File: config.mk
export PLATFORM = sky130hd
export DESIGN_NAME = event_trigger_generator
export DESIGN_NICKNAME = d
export VERILOG_FILES = /design/src/rtl/event_trigger_generator.sv
export SDC_FILE = /design/constraint.sdc
export NUM_CORES = 1
export LEC_CHECK = 0
export BUFFER_PORTS_ARGS = -buffer_cell sky130_fd_sc_hd__buf_2
export CORE_UTILIZATION = 45
export DETAILED_ROUTE_END_ITERATION = 8
export GPL_TIMING_DRIVEN = 0
export PLACE_DENSITY = 0.66
export SLEW_MARGIN = 20
export SYNTH_ARGS = -nofsm -noshare
export SYNTH_HDL_FRONTEND = slang
export SYNTH_SLANG_ARGS = --single-unit
export TNS_END_PERCENT = 1
File: constraint.sdc
create_clock -name evrClk -period 6.1 [get_ports evrClk]
set_input_delay 0.915 -clock evrClk [delete_from_list [all_inputs] [get_ports evrClk]]
set_output_delay 0.915 -clock evrClk [all_outputs]
set_load 0.005 [all_outputs]
File: src/rtl/event_trigger_generator.sv
// event_trigger_generator: matches the decoded EVR event stream against a
// programmable code and issues a registered one-cycle triggerStrobe, with
// prescaling, a holdoff window, continuous/single-shot arming and status counters.
// Latency: triggerStrobe is high the cycle after the accepted match. No backpressure.
// Optional feature macro: EVENT_TRIGGER_MISSED_COUNT_EN (missedCount register).
module event_trigger_generator #(
  parameter int EVENT_WIDTH    = 8,
  parameter int PRESCALE_WIDTH = 16,
  parameter int HOLDOFF_WIDTH  = 20,
  parameter int COUNT_WIDTH    = 32
) (
  input  logic                   evrClk,
  input  logic                   evrRst_n,
  input  logic                   csrStrobe,
  input  logic [31:0]            csrData,
  input  logic [EVENT_WIDTH-1:0] eventCode,
  input  logic                   eventValid,
  output logic                   triggerStrobe,
  output logic                   armed,
  output logic [COUNT_WIDTH-1:0] triggerCount,
  output logic [COUNT_WIDTH-1:0] missedCount
);

  typedef enum logic [1:0] {
    S_DISABLED = 2'd0,
    S_ARMED    = 2'd1,
    S_HOLDOFF  = 2'd2
  } state_t;

  localparam logic [1:0] OP_CTRL     = 2'd0;
  localparam logic [1:0] OP_MATCH    = 2'd1;
  localparam logic [1:0] OP_PRESCALE = 2'd2;
  localparam logic [1:0] OP_HOLDOFF  = 2'd3;

  // configuration registers
  logic [1:0]                mode_q, mode_d;
  logic [EVENT_WIDTH-1:0]    match_code_q, match_code_d;
  logic [PRESCALE_WIDTH-1:0] prescale_q, prescale_d;
  logic [HOLDOFF_WIDTH-1:0]  holdoff_q, holdoff_d;

  // FSM and its working counters
  state_t                    state_q;
  logic [PRESCALE_WIDTH-1:0] prescale_cnt_q;
  logic [HOLDOFF_WIDTH-1:0]  holdoff_cnt_q;
  logic                      strobe_q;

  // status
  logic [COUNT_WIDTH-1:0]    trig_cnt_q, trig_cnt_d;

  logic [1:0] csr_op;
  logic [1:0] new_mode;
  logic       ctrl_wr;
  logic       new_run;
  logic       cnt_clr;
  logic       match;
  logic       fire;
  logic       csr_unused;

  assign csr_op   = csrData[31:30];
  assign new_mode = csrData[1:0];
  assign ctrl_wr  = csrStrobe && (csr_op == OP_CTRL);
  assign new_run  = (new_mode == 2'd1) || (new_mode == 2'd2);
  assign cnt_clr  = ctrl_wr && csrData[2];
  // Only some csrData bits carry fields; the rest are deliberately ignored.
  assign csr_unused = ^csrData;

  // Any CSR write in the same cycle discards the event so config and matching never race.
  assign match = eventValid && !csrStrobe && (match_code_q != '0) &&
                 (eventCode == match_code_q);
  assign fire  = (state_q == S_ARMED) && match && (prescale_cnt_q == '0);

  // Next-state for configuration registers and the trigger counter.
  always_comb begin
    mode_d       = mode_q;
    match_code_d = match_code_q;
    prescale_d   = prescale_q;
    holdoff_d    = holdoff_q;
    if (csrStrobe) begin
      case (csr_op)
        OP_CTRL:     mode_d       = new_mode;
        OP_MATCH:    match_code_d = csrData[EVENT_WIDTH-1:0];
        OP_PRESCALE: prescale_d   = csrData[PRESCALE_WIDTH-1:0];
        OP_HOLDOFF:  holdoff_d    = csrData[HOLDOFF_WIDTH-1:0];
        default:     ;
      endcase
    end
    trig_cnt_d = trig_cnt_q;
    if (cnt_clr) begin
      trig_cnt_d = '0;
    end else if (fire && (trig_cnt_q != '1)) begin
      trig_cnt_d = trig_cnt_q + 1'b1;
    end
  end

  // Configuration and trigger counter registers.
  always_ff @(posedge evrClk or negedge evrRst_n) begin
    if (!evrRst_n) begin
      mode_q       <= 2'd0;
      match_code_q <= '0;
      prescale_q   <= '0;
      holdoff_q    <= '0;
      trig_cnt_q   <= '0;
    end else begin
      mode_q       <= mode_d;
      match_code_q <= match_code_d;
      prescale_q   <= prescale_d;
      holdoff_q    <= holdoff_d;
      trig_cnt_q   <= trig_cnt_d;
    end
  end

  // Arming FSM with prescale/holdoff counters and the registered strobe.
  always_ff @(posedge evrClk or negedge evrRst_n) begin
    if (!evrRst_n) begin
      state_q        <= S_DISABLED;
      prescale_cnt_q <= '0;
      holdoff_cnt_q  <= '0;
      strobe_q       <= 1'b0;
    end else begin
      strobe_q <= 1'b0;
      if (ctrl_wr) begin
        // Control writes restart prescaling and abort any holdoff in progress.
        prescale_cnt_q <= prescale_q;
        state_q        <= new_run ? S_ARMED : S_DISABLED;
      end else begin
        case (state_q)
          S_ARMED: begin
            if (match) begin
              if (prescale_cnt_q == '0) begin
                strobe_q       <= 1'b1;
                prescale_cnt_q <= prescale_q;
                if (mode_q == 2'd2) begin
                  state_q <= S_DISABLED;
                end else if (holdoff_q != '0) begin
                  state_q       <= S_HOLDOFF;
                  holdoff_cnt_q <= holdoff_q - 1'b1;
                end
              end else begin
                prescale_cnt_q <= prescale_cnt_q - 1'b1;
              end
            end
          end
          S_HOLDOFF: begin
            if (holdoff_cnt_q == '0) begin
              state_q <= S_ARMED;
            end else begin
              holdoff_cnt_q <= holdoff_cnt_q - 1'b1;
            end
          end
          default: ;
        endcase
      end
    end
  end

`ifdef EVENT_TRIGGER_MISSED_COUNT_EN
  logic [COUNT_WIDTH-1:0] miss_cnt_q, miss_cnt_d;
  logic                   miss;

  assign miss = (state_q == S_HOLDOFF) && match;

  // Saturating count of matches swallowed by the holdoff window; clear wins.
  always_comb begin
    miss_cnt_d = miss_cnt_q;
    if (cnt_clr) begin
      miss_cnt_d = '0;
    end else if (miss && (miss_cnt_q != '1)) begin
      miss_cnt_d = miss_cnt_q + 1'b1;
    end
  end

  // Missed-match counter register.
  always_ff @(posedge evrClk or negedge evrRst_n) begin
    if (!evrRst_n) begin
      miss_cnt_q <= '0;
    end else begin
      miss_cnt_q <= miss_cnt_d;
    end
  end

  assign missedCount = miss_cnt_q;
`else
  assign missedCount = '0;
`endif

  assign triggerStrobe = strobe_q;
  assign armed         = (state_q == S_ARMED) || (state_q == S_HOLDOFF);
  assign triggerCount  = trig_cnt_q;

endmodule

==> results by stage <==
Floorplan:
- The horizontal die dimension is 127 µm.
- The floorplan step set the die height to around 130 µm.
- The core region is 15,300 µm².
- The die covers approximately 16,000 µm².
- For this configuration, the core starts out at a cell density of between 40 and 50%.
- After floorplanning, the core was divided into 45 placement rows.
- In this run the count of I/O pins placed on the die edge is 110.

Setup path:
- Counting cells, the worst reg-to-reg path comes to 13.
- The worst register-to-register path begins at state_q[0].
- STA classifies the critical path endpoint as a register.
- The worst setup path is of the reg -> reg kind.
- Along the worst path, the maximum fanout reaches 10.
- The worst register-to-register path has a setup slack of between 1.5 and 2 ns.
- The arrival time of data at the critical path endpoint is about 4.7 ns.
- The endpoint of the most critical register-to-register path is holdoff_cnt_q[18].
- The data required time at the worst endpoint is around 6.4 ns.
- STA classifies the critical path startpoint as a register.

Yosys:
- The register area share after synthesis is 41.4%.
- In this run the biggest area consumer among cell types represents 41.4% of the synthesized area.
- The count of yosys warnings during synthesis is 0.
- In this run the mean area of a mapped cell was ~9.5 µm².
- The post-synthesis cell type count is 77.
- The netlist area before placement is approximately 7000 µm².
- The count of state elements after synthesis is 117.
- The cell count after synthesis came out at 748.
- Sorting the synthesized cells by area gives the leading types as dfrtp_1, mux2_2, buf_4.
- The synthesized design spends more area on one cell type than any other, namely dfrtp_1.
- In the synthesized netlist the async set-or-reset flop fraction comes to 100%.
- The number of flops mapped to enable cells by yosys is 0.
- Among all flip-flop cells after synthesis, the most frequent one is dfrtp_1.

Clock network:
- Post-CTS timing repair inserted 0 buffers for setup.
- After clock tree synthesis, the flow added hold-fix buffers numbering 0.
- The total number of clock tree sinks is 117.
- TritonCTS built the clock tree.
- After clock tree synthesis, the clock-pin slew on the worst setup and hold paths is ~0.060 ns.
- The buffer levels on the longest clock path is 2.
- The tree is rooted in a clkbuf_16.
- CTS built an H-tree with a depth of 4.
- The quantity of gates resized following cts is 0.
- The clock buffer count from CTS is 17.
- The clock reaches the later pin of the worst-skew pair after roughly 0.42 ns.

Global routing:
- The number of global-route vias before repair is about 5,800.
- The residual overflow from global routing is 0.
- The first-pass GRT wire length is between 30,000 and 40,000 µm.
- The number of antenna violations at the first check in global routing is 0.
- Global routing consumed, over all layers together, around 24% of the routing resources.
- The largest net degree at the start of global routing is 67.

Place:
- The total placed instance area is 7830 µm².
- The half-perimeter wire length after placement is about 14,000 µm.
- The number of buffer cells added on primary ports is 67.
- At the end of routability-driven placement, the weighted congestion stood at around 0.9.

STA:
- The worst hold slack is about 0.44 ns.
- For the final routed database, the setup TNS stands at 0 ns.
- The fmax is 225 MHz.
- The count of final max-slew check failures is 0.
- The worst clock skew is ~0.011 ns.
- Setup repair after global routing left no endpoint under its margin.
- For the pin with the worst max-slew slack, the measured transition is ~0.91 ns.
- The final number of hold-violating endpoints is 0.
- Of the available clock period, the critical path in the final layout requires between 70% and 80%.
- The relative slew slack is between 30% and 40%.
- Setup violations remaining at the end of the flow were counted as 0.
- The worst path needs 4.44 ns of the cycle, external delays included.

Route:
- The routed design has between 15,000 and 20,000 µm of wire.
- The average routed wire per standard cell is 17.5 µm.
- The via-per-instance ratio is approximately 5.7.
- The post-detailed-route DRC marker count is 0.
- After the first detailed-routing iteration, the DRC count stood at approximately 570.
- The via total after detailed routing is a little over 6,000.
- The number of iterations in the first detailed-routing pass is 5.
- The number of nets with antenna violations after routing is 0.

Status:
- The flow ran to the end, and the final reports show no timing, DRC or antenna violations.

Cells and area:
- In the layout the commonest cells are dfrtp_1, buf_2, nand2_1, nor2_1, mux2_2.
- The register cell area after layout is just under 3000 µm².
- The fill cell total of the finished layout is between 1,000 and 1,500.
- The final standard cell area without fillers is around 8400 µm².
- Relative to the synthesized area, the layout overhead comes to 19.1%.
- The most common cell after layout, fill and taps aside is dfrtp_1.
- The multi-input gate area in the final layout is roughly 3800 µm².
- In the final layout, the share of cells above drive strength 1 is between 20% and 30%.
- The net count of the finished layout is 916.
- 0 antenna diodes ended up in the layout.

Pwr:
- The total power per unit cell area is 294 nW/µm².
- The total leakage power is about 0.0037 µW.
- The design draws ~2500 µW.
- The worst-case IR drop observed on VDD is approximately 0.00028 V.

Hold path:
- In this run the worst hold path is classified as in -> async.

Flow run:
- The max capacitance violation total is 0.
## cells in the mapped netlist, types with 4 or more instances
library cell / n
and2_1: 6
nand2b_1: 13
nor3_1: 35
nor2_1: 51
o2bb2ai_1: 7
and3_1: 11
nand2_1: 55
inv_1: 16
o21ai_0: 11
nor2b_1: 5
nand3_1: 37
nor4_1: 29
or4_1: 4
xnor2_1: 17
o211ai_1: 5
mux2i_1: 15
a211oi_1: 5
mux2_2: 45
or2_1: 4
or3b_1: 4
nor4b_1: 5
a22oi_1: 6
a41o_1: 4
ha_1: 6
and4_1: 5
buf_4: 33
clkbuf_1: 22
o31ai_1: 4
a32oi_1: 8
or3_1: 5
o21ai_1: 26
nand4_1: 16
xor2_1: 16
a21oi_1: 24
dfrtp_1: 117
buf_2: 4
a31oi_1: 8
## critical path, stage by stage, from the launching register on
cell	delay, ns
dfrtp_1	0.38
inv_1	0.08
ha_1	0.20
buf_2	0.29
buf_1	0.45
clkbuf_1	0.56
clkbuf_1	0.56
mux2i_1	0.26
ha_1	0.30
o221a_2	0.36
and4_1	0.26
nand2b_1	0.10
a22o_1	0.24
a221o_1	0.28
## flip-flops by register name, indices dropped and copies added (netlist names)
name	cells
mode_q	2
state_q	2
match_code_q	8
holdoff_cnt_q	20
triggerCount	32
holdoff_q	20
triggerStrobe	1
prescale_cnt_q	16
prescale_q	16
## layer usage
layer  GRT usage (%)  up-vias  wire length, µm
met3            4.73       31             1200
met4            9.80        0              367
met2            37.4      244             8760
li1                -     2965                -
met5               0        -                0
met1            33.3     2956             8760
## report_power, final
| part | switching (µW) | internal [µW] |
|---|---|---|
| clock | 382 | 643 |
| combinational | 222 | 202 |
| sequential | 141 | 888 |
## worst max path at each step
stage                          start                 to  slack, ns  cells past startpoint
after floorplan           state_q[0]  holdoff_cnt_q[18]       2.71                     13
after global placement    state_q[0]  holdoff_cnt_q[18]       1.78                     13
after detailed placement  state_q[0]  holdoff_cnt_q[18]       1.80                     13
after CTS                 state_q[0]  holdoff_cnt_q[18]       1.77                     13
after global routing      state_q[0]  holdoff_cnt_q[18]       1.47                     13
final                     state_q[0]  holdoff_cnt_q[18]       1.66                     13
## layout make-up
| type | instances | area share [%] |
|---|---|---|
| buffer | 63 | 4.42 |
| clock buffer | 17 | 5.05 |
| clock inverter | 14 | 2.11 |
| inverter | 17 | 0.757 |
| multi-input combinational | 582 | 45.4 |
| sequential | 117 | 34.7 |
| tap | 211 | 3.13 |
| timing repair buffer | 68 | 4.38 |
## cells by family (layout without fill, tap and decap cells)
| family | after synthesis | after routing | synth area share, % |
|---|---|---|---|
| xor gates and xnor gates | 33 | 33 | 4.08 |
| other | 1 | 32 | 0.0530 |
| AOI/OAI and AO/OA | 142 | 142 | 13.7 |
| muxes | 61 | 61 | 9.44 |
| adders and majority gates | 6 | 6 | 1.06 |
| and+or+nand+nor | 308 | 308 | 24.1 |
| buffers and inverters | 80 | 179 | 6.17 |
| DFF | 117 | 117 | 41.4 |
## through the flow
step / std cells / worst slack (ns) / utilization [%]
4_1_cts: 1089 / 1.77 / 55.3
3_5_place_dp: 1058 / 1.80 / 51.3
6_report: 1089 / 1.66 / 55.3
5_1_grt: 1089 / 1.47 / 55.3
3_3_place_gp: 1057 / 1.78 / 51.1
2_1_floorplan: 779 / 2.71 / -
Note: power is estimated with default switching activity, not from simulation.
